==> src/rtl/matrix_column_scanner_pkg.sv <==
// -----------------------------------------------------------------------------
// matrix_pkg
// Shared helpers for the LED-matrix scan blocks (column scanner, row driver).
//   num_phases  : number of unique scan phases for a column count / mirror mode
//   index_width : width of a binary phase index (never less than 1)
//   mirror_map  : which scan phase drives a given physical column
// -----------------------------------------------------------------------------
package matrix_pkg;

    // With mirroring, column i and column COLS-1-i share one phase, so only
    // the left half (plus the centre column for odd counts) needs a phase.
    function automatic int num_phases(input int cols, input int mirror);
        return (mirror != 0) ? (cols + 1) / 2 : cols;
    endfunction

    function automatic int index_width(input int u);
        return (u <= 1) ? 1 : $clog2(u);
    endfunction

    function automatic int mirror_map(input int c, input int cols, input int mirror);
        if (mirror == 0) begin
            return c;
        end
        return (c < (cols - 1 - c)) ? c : (cols - 1 - c);
    endfunction

endpackage

==> src/rtl/matrix_column_scanner_if.sv <==
// -----------------------------------------------------------------------------
// matrix_column_scanner_if
// Control inputs and scan outputs of the column scanner.
//   enable, restart, blank           : controller -> scanner
//   phase, col, col_index,
//   frame_start, fault               : scanner -> controller / column drivers
// master = controller side, slave = scanner side.
// -----------------------------------------------------------------------------
interface matrix_column_scanner_if #(
    parameter int COLS = 5,
    parameter int U    = 3,
    parameter int IW   = 2
);
    logic            enable;
    logic            restart;
    logic            blank;
    logic [U-1:0]    phase;
    logic [COLS-1:0] col;
    logic [IW-1:0]   col_index;
    logic            frame_start;
    logic            fault;

    modport master (
        output enable, restart, blank,
        input  phase, col, col_index, frame_start, fault
    );

    modport slave (
        input  enable, restart, blank,
        output phase, col, col_index, frame_start, fault
    );
endinterface

==> src/rtl/matrix_column_scanner_scan_prescaler.sv <==
// -----------------------------------------------------------------------------
// scan_prescaler
// Dwell counter: counts enabled clocks 0..DWELL-1 and pulses tick on the last.
//   clock  : scan clock
//   reset  : asynchronous, active-high
//   enable : count this clock
//   clear  : synchronous return to 0, wins over enable
//   tick   : combinational, enable && count == DWELL-1
// -----------------------------------------------------------------------------
module scan_prescaler #(
    parameter int DWELL = 1
) (
    input  logic clock,
    input  logic reset,
    input  logic enable,
    input  logic clear,
    output logic tick
);
    localparam int CW = (DWELL > 1) ? $clog2(DWELL) : 1;

    logic [CW-1:0] cnt_q;
    logic [CW-1:0] cnt_d;

    assign tick = enable && (cnt_q == CW'(DWELL - 1));

    always_comb begin
        cnt_d = cnt_q;
        if (clear) begin
            cnt_d = '0;
        end else if (tick) begin
            cnt_d = '0;
        end else if (enable) begin
            cnt_d = cnt_q + CW'(1);
        end
    end

    always_ff @(posedge clock or posedge reset) begin
        if (reset) begin
            cnt_q <= '0;
        end else begin
            cnt_q <= cnt_d;
        end
    end
endmodule

==> src/rtl/matrix_column_scanner.sv <==
// -----------------------------------------------------------------------------
// matrix_column_scanner
// One-hot ring counter that walks the column drive of an LED matrix.
//   clock : scan clock, rising edge
//   reset : asynchronous, active-high; returns to phase 0
//   bus   : slave side of matrix_column_scanner_if
//           enable/restart/blank in; phase/col/col_index/frame_start/fault out
// Parameters: COLS physical columns, MIRROR folds column i onto COLS-1-i,
// DWELL clocks each phase stays active while enabled.
// -----------------------------------------------------------------------------
module matrix_column_scanner
    import matrix_pkg::*;
#(
    parameter int COLS   = 5,
    parameter int MIRROR = 1,
    parameter int DWELL  = 1
) (
    input  logic                    clock,
    input  logic                    reset,
    matrix_column_scanner_if.slave  bus
);
    localparam int           U      = num_phases(COLS, MIRROR);
    localparam int           IW     = index_width(U);
    localparam logic [U-1:0] PHASE0 = U'(1);

    logic [U-1:0]  phase_q;
    logic [U-1:0]  phase_d;
    logic          frame_start_q;
    logic          frame_start_d;
    logic          fault_q;
    logic          fault_d;
    logic [U-1:0]  phase_rot;
    logic [IW-1:0] col_index_c;
    logic          legal;
    logic          tick;

    assign legal = $onehot(phase_q);

    // An illegal phase also restarts the dwell so phase 0 gets a full dwell.
    scan_prescaler #(
        .DWELL (DWELL)
    ) u_prescaler (
        .clock  (clock),
        .reset  (reset),
        .enable (bus.enable),
        .clear  (bus.restart || !legal),
        .tick   (tick)
    );

    // Rotation written as a loop so a single-phase ring (U == 1) still works.
    always_comb begin
        phase_rot = '0;
        for (int k = 0; k < U; k++) begin
            phase_rot[(k + 1) % U] = phase_q[k];
        end
    end

    // Recovery from a corrupted ring outranks restart and does not count as
    // a frame start; restart outranks a coincident tick.
    always_comb begin
        phase_d       = phase_q;
        frame_start_d = 1'b0;
        fault_d       = fault_q;
        if (!legal) begin
            phase_d = PHASE0;
            fault_d = 1'b1;
        end else if (bus.restart) begin
            phase_d       = PHASE0;
            frame_start_d = 1'b1;
        end else if (tick) begin
            phase_d       = phase_rot;
            frame_start_d = phase_q[U-1];
        end
    end

    always_ff @(posedge clock or posedge reset) begin
        if (reset) begin
            phase_q       <= PHASE0;
            frame_start_q <= 1'b0;
            fault_q       <= 1'b0;
        end else begin
            phase_q       <= phase_d;
            frame_start_q <= frame_start_d;
            fault_q       <= fault_d;
        end
    end

    always_comb begin
        col_index_c = '0;
        for (int k = 0; k < U; k++) begin
            if (phase_q[k]) begin
                col_index_c = col_index_c | IW'(k);
            end
        end
    end

    for (genvar c = 0; c < COLS; c++) begin : g_col
        assign bus.col[c] = phase_q[mirror_map(c, COLS, MIRROR)] & ~bus.blank;
    end

    assign bus.phase       = phase_q;
    assign bus.col_index   = col_index_c;
    assign bus.frame_start = frame_start_q;
    assign bus.fault       = fault_q;
endmodule

==> src/flat_wrapper.sv <==
// flat-port wrapper written by rule: the top's interface ports become plain ports
module matrix_column_scanner_flat import matrix_pkg::*;
#(
    parameter int COLS   = 5,
    parameter int MIRROR = 1,
    parameter int DWELL  = 1
)
  (clock, reset, bus_enable, bus_restart, bus_blank, bus_phase, bus_col, bus_col_index, bus_frame_start, bus_fault);
  matrix_column_scanner_if #(.COLS(COLS)) bus_i ();
  input  logic clock;
  input  logic reset;
  input wire logic [$bits(bus_i.enable)-1:0] bus_enable;
  input wire logic [$bits(bus_i.restart)-1:0] bus_restart;
  input wire logic [$bits(bus_i.blank)-1:0] bus_blank;
  output wire logic [$bits(bus_i.phase)-1:0] bus_phase;
  output wire logic [$bits(bus_i.col)-1:0] bus_col;
  output wire logic [$bits(bus_i.col_index)-1:0] bus_col_index;
  output wire logic [$bits(bus_i.frame_start)-1:0] bus_frame_start;
  output wire logic [$bits(bus_i.fault)-1:0] bus_fault;
  assign bus_i.enable = bus_enable;
  assign bus_i.restart = bus_restart;
  assign bus_i.blank = bus_blank;
  assign bus_phase = bus_i.phase;
  assign bus_col = bus_i.col;
  assign bus_col_index = bus_i.col_index;
  assign bus_frame_start = bus_i.frame_start;
  assign bus_fault = bus_i.fault;
  matrix_column_scanner #(.COLS(COLS), .MIRROR(MIRROR), .DWELL(DWELL)) u_core (.clock(clock), .reset(reset), .bus(bus_i));
endmodule
==> config.mk <==
export PLATFORM = sky130hd
export DESIGN_NAME = matrix_column_scanner_flat
export DESIGN_NICKNAME = d
export VERILOG_FILES = /design/src/rtl/matrix_column_scanner_pkg.sv /design/src/rtl/matrix_column_scanner_if.sv /design/src/rtl/matrix_column_scanner_scan_prescaler.sv /design/src/rtl/matrix_column_scanner.sv /design/src/flat_wrapper.sv
export SDC_FILE = /design/constraint.sdc
export NUM_CORES = 1
export LEC_CHECK = 0
export CORE_AREA = 2 2 39 41
export CTS_BUF_LIST = sky130_fd_sc_hd__clkbuf_4
export DETAILED_ROUTE_END_ITERATION = 10
export DIE_AREA = 0 0 41 43
export PLACE_DENSITY = 0.53
export SETUP_SLACK_MARGIN = 0.2
export SLEW_MARGIN = 15
export SYNTH_ARGS = -nofsm -noshare
export SYNTH_HDL_FRONTEND = slang
export SYNTH_SLANG_ARGS = --single-unit
==> constraint.sdc <==
create_clock -name clock -period 1.52 [get_ports clock]
set_input_delay 0.228 -clock clock [delete_from_list [all_inputs] [get_ports clock]]
set_output_delay 0.228 -clock clock [all_outputs]
set_load 0.005 [all_outputs]
==> summary by stage <==
Job
Across the run, the number of max-cap violations was 0.

STA
Setup repair after global routing could not meet its margin everywhere. The final critical-path setup slack is -0.183 ns. Based on the critical path, the design can be clocked at up to 587 MHz. The final count of pins violating max slew is 0. The headroom to the max-slew limit is 84.3%. The time the final worst path needs with I/O delays and setup is 1.70 ns. In the finished design, the share of the clock period the worst path needs comes to 112%. The slew at the pin closest to its max-slew limit is 0.235 ns. On the final layout, the worst clock skew is 0.00343 ns. The count of endpoints failing hold in the final timing report is 0. Setup violations remaining at the end of the flow were counted as 6.

Power and ir drop
The part of the total power dissipated in sequential elements is 26.4%. The internal portion of the total power is 581 uW. Per report_power, the clock group accounts for 22.1% of the total. The switching part of the total power is 30.2%. The combinational share of power is 51.5%. The power per standard cell area is 1500 mW/mm2.

The analysis attributes to net switching a power of 251 uW. VDD sags by at most 0.490 mV. The analysis attributes to cell leakage a power of 0.287 nW.

Clock tree
The clock edge transition at the registers on the reported setup and hold paths is 0.05 ns. The clock network latency to the later pin of the worst-skew pair is 0.25 ns. The tree is rooted in a clkbuf_4. The count of hold buffers inserted by post-cts repair is 0.

The TritonCTS clock tree is yes. The TritonCTS buffer count is 3. In this run the number of H-tree levels came out at 1. The number of clock sinks seen by CTS is 6.

The buffer depth of the longest clock path is 2.

Finish
The number of antenna diodes in the final layout is 0. The area of the multi-input gates is 139 um2. Once layout is complete, the cells apart from fillers number 72. The library cell used most frequently in the layout, excluding fill and tap cells, is buf_4. The final layout contains 63 nets.

The fraction of final layout cells sized beyond drive strength 1 is 62.5%. The sequential standard cell area is 151 um2. Leaving out fill and tap cells, the most frequent cells in the layout are 8 x buf_4, 7 x buf_2, 5 x dfrtp_1, 4 x clkbuf_4, 4 x clkdlybuf4s50_1. The layout overhead on the synthesized area is 71.3%. After filler insertion, the fill cell instance count of the layout stands at 159.

Logic synthesis
Of the synthesized area, sequential elements account for 46.9%. After synthesis, the cell types taking the most area are dfrtp_1 39%, buf_4 9.3%, dfstp_2 8.1%. The unique cell type count in the Yosys netlist is 15.

The area share of the leading cell type in the synthesized netlist is 38.8%. The biggest area contributor in the post-synthesis netlist is dfrtp_1. The number of synthesized register bits is 6. The total number of yosys warnings is 0. Synthesis produced a netlist with a net count of 36. The synthesized netlist occupies a cell area of 323 um2. A synthesized cell averages 10.8 um2.

The synthesized netlist cell count is 30.

Outcome
The final reports fail on setup timing. The flow ran to the end, but the final reports show violations.

Route
Using the TritonRoute via totals, the vias-per-cell ratio works out to 4.25. The sum of routed wire length over all layers is 699 um. Dividing the detail-routed wire length by the instance count gives 9.71 um. The remaining antenna violation count is 0. The total DRC errors in the routed layout is 0. The number of detailed-routing iterations run before antenna repair is 4.

For this block, the initial DRC count from the detailed router was 2. For this block, the via count after detailed routing is 306.

Global route
For this run the aggregate overflow at the end of global routing stands at 0. Entering global routing, the biggest net connects 7 pins. Global routing used 10.2% of the available tracks across all layers. The number of antenna violations at the first check in global routing is 0. The first global-routing pass estimated 1.18 mm of wire.

The number of global-route vias before repair came to 322.

Placement
In this run the tool buffered the top-level ports with 16 buffer cells. OpenSTA, run right after detailed placement, puts the worst setup slack at -0.202 ns. The final weighted congestion of routability-driven global placement is 0.688. Once placement completed, the tool counted placed cells totaling 64.

Floorplan
The standard cell core area is 0.00138 mm2. Once the floorplan was initialized, standard cells occupied 23.3% of the core. In this run the count of I/O pins placed on the die edge is 17. The floorplan step defined a die boundary enclosing 0.00176 mm2.

The vertical die dimension is 43 um. The floorplan step set the die width to 41 um. The cell row count is 14.

Critical path
The kind of critical path is flip-flop to flip-flop. The data arrival time of the worst path is 1.88 ns. The nature of the critical path startpoint is a flip-flop. The maximum fanout encountered on the critical timing path is 4.

The worst-case register-to-register setup slack is -0.18 ns. STA puts the critical path data required time at 1.70 ns. The category of the worst setup path capture point is a flip-flop.

Min path
The class of the most critical hold timing path is input pin to async pin.
[per-stage QoR]
| stage | area (um2) | total power, mW | hold WS, ns | TNS [ns] | util, % |
|---|---|---|---|---|---|
| floorplan | 323 | 0.408 | 0.0182 | -0.547 | - |
| global placement | 518 | 0.616 | 0.460 | -0.851 | 37.4 |
| detailed placement | 518 | 0.614 | 0.464 | -0.840 | 37.4 |
| CTS | 571 | 0.861 | 0.198 | -0.829 | 41.2 |
| global route | 553 | 0.904 | 0.224 | -1.19 | 40.0 |
| finish | 553 | 0.832 | 0.198 | -0.750 | 40.0 |
[synthesized netlist by cell type (all sizes together)]
cell	count
a21oi	2
and2b	1
buf	4
dfrtp	5
dfstp	1
fa	1
inv	4
mux2i	2
nor2	5
nor3b	2
o21ai	1
or3b	2
[metal layers]
metal	routed length [um]	global-route usage (%)	part of all wire, %
met5	0	0	0
met4	23	10.0	3.3
met3	76	1.57	11
met2	353	15.9	51
met1	245	10.6	35
[kinds of logic (layout without fill, tap and decap cells)]
family	count (synthesis)	in the layout	synth area share, %
AND/OR/NAND/NOR	10	10	20.9
buffers and inverters	8	34	14.0
flip-flops	6	6	46.9
AO/OA/AOI/OAI	3	3	5.81
multiplexers	2	2	6.20
adder cells (fa/ha/maj)	1	1	6.20
[worst max-delay path, cell delays in order (launching register included)]
cell and delay (ns):
dfstp_2 0.53, inv_2 0.04, fa_1 0.46, or3b_4 0.42
a21oi_2 0.11, o21ai_1 0.07
[power groups by stage]
| stage | logic (mW) | registers, mW | clock network (mW) |
|---|---|---|---|
| CTS | 0.452 | 0.221 | 0.188 |
| finish | 0.429 | 0.220 | 0.184 |
| global placement | 0.394 | 0.222 | 0 |
| floorplan | 0.175 | 0.233 | 0 |
| global route | 0.485 | 0.224 | 0.195 |
| detailed placement | 0.393 | 0.220 | 0 |
[cell type report]
| class | instances | share of cell area, % |
|---|---|---|
| Clock buffer | 4 | 5.43 |
| Inverter | 4 | 2.71 |
| Multi-Input combinational cell | 16 | 25.1 |
| Sequential cell | 6 | 27.4 |
| Tap cell | 16 | 3.62 |
| Timing Repair Buffer | 26 | 35.7 |
[flip-flops by register name, summed over array words and instances, names as in the netlist]
name	flops
u_core.u_prescaler.cnt_q	1
u_core.bus.fault	1
u_core.bus.frame_start	1
u_core.bus.phase	3
[final timing paths]
check,startpoint,endpoint,cells after the start
worst max-delay path,u_core.bus.phase[0],u_core.bus.phase[0],5
max in group asynchronous,reset,u_core.bus.phase[0],2
worst max register to register,u_core.bus.phase[0],u_core.bus.phase[0],5
worst min-delay path,reset,u_core.bus.phase[2],2
worst min register to register,u_core.bus.fault,u_core.bus.fault,1
min in group clock,u_core.bus.fault,u_core.bus.fault,1
[timing repair]
item / CTS / global route
setup buffers: 4 / 0
pin swaps: 2 / 0
endpoints found under the setup margin: 16 / 15
cloned: 0 / 0
gates resized for setup: 39 / 8
Note: power is estimated with default switching activity, not from simulation.
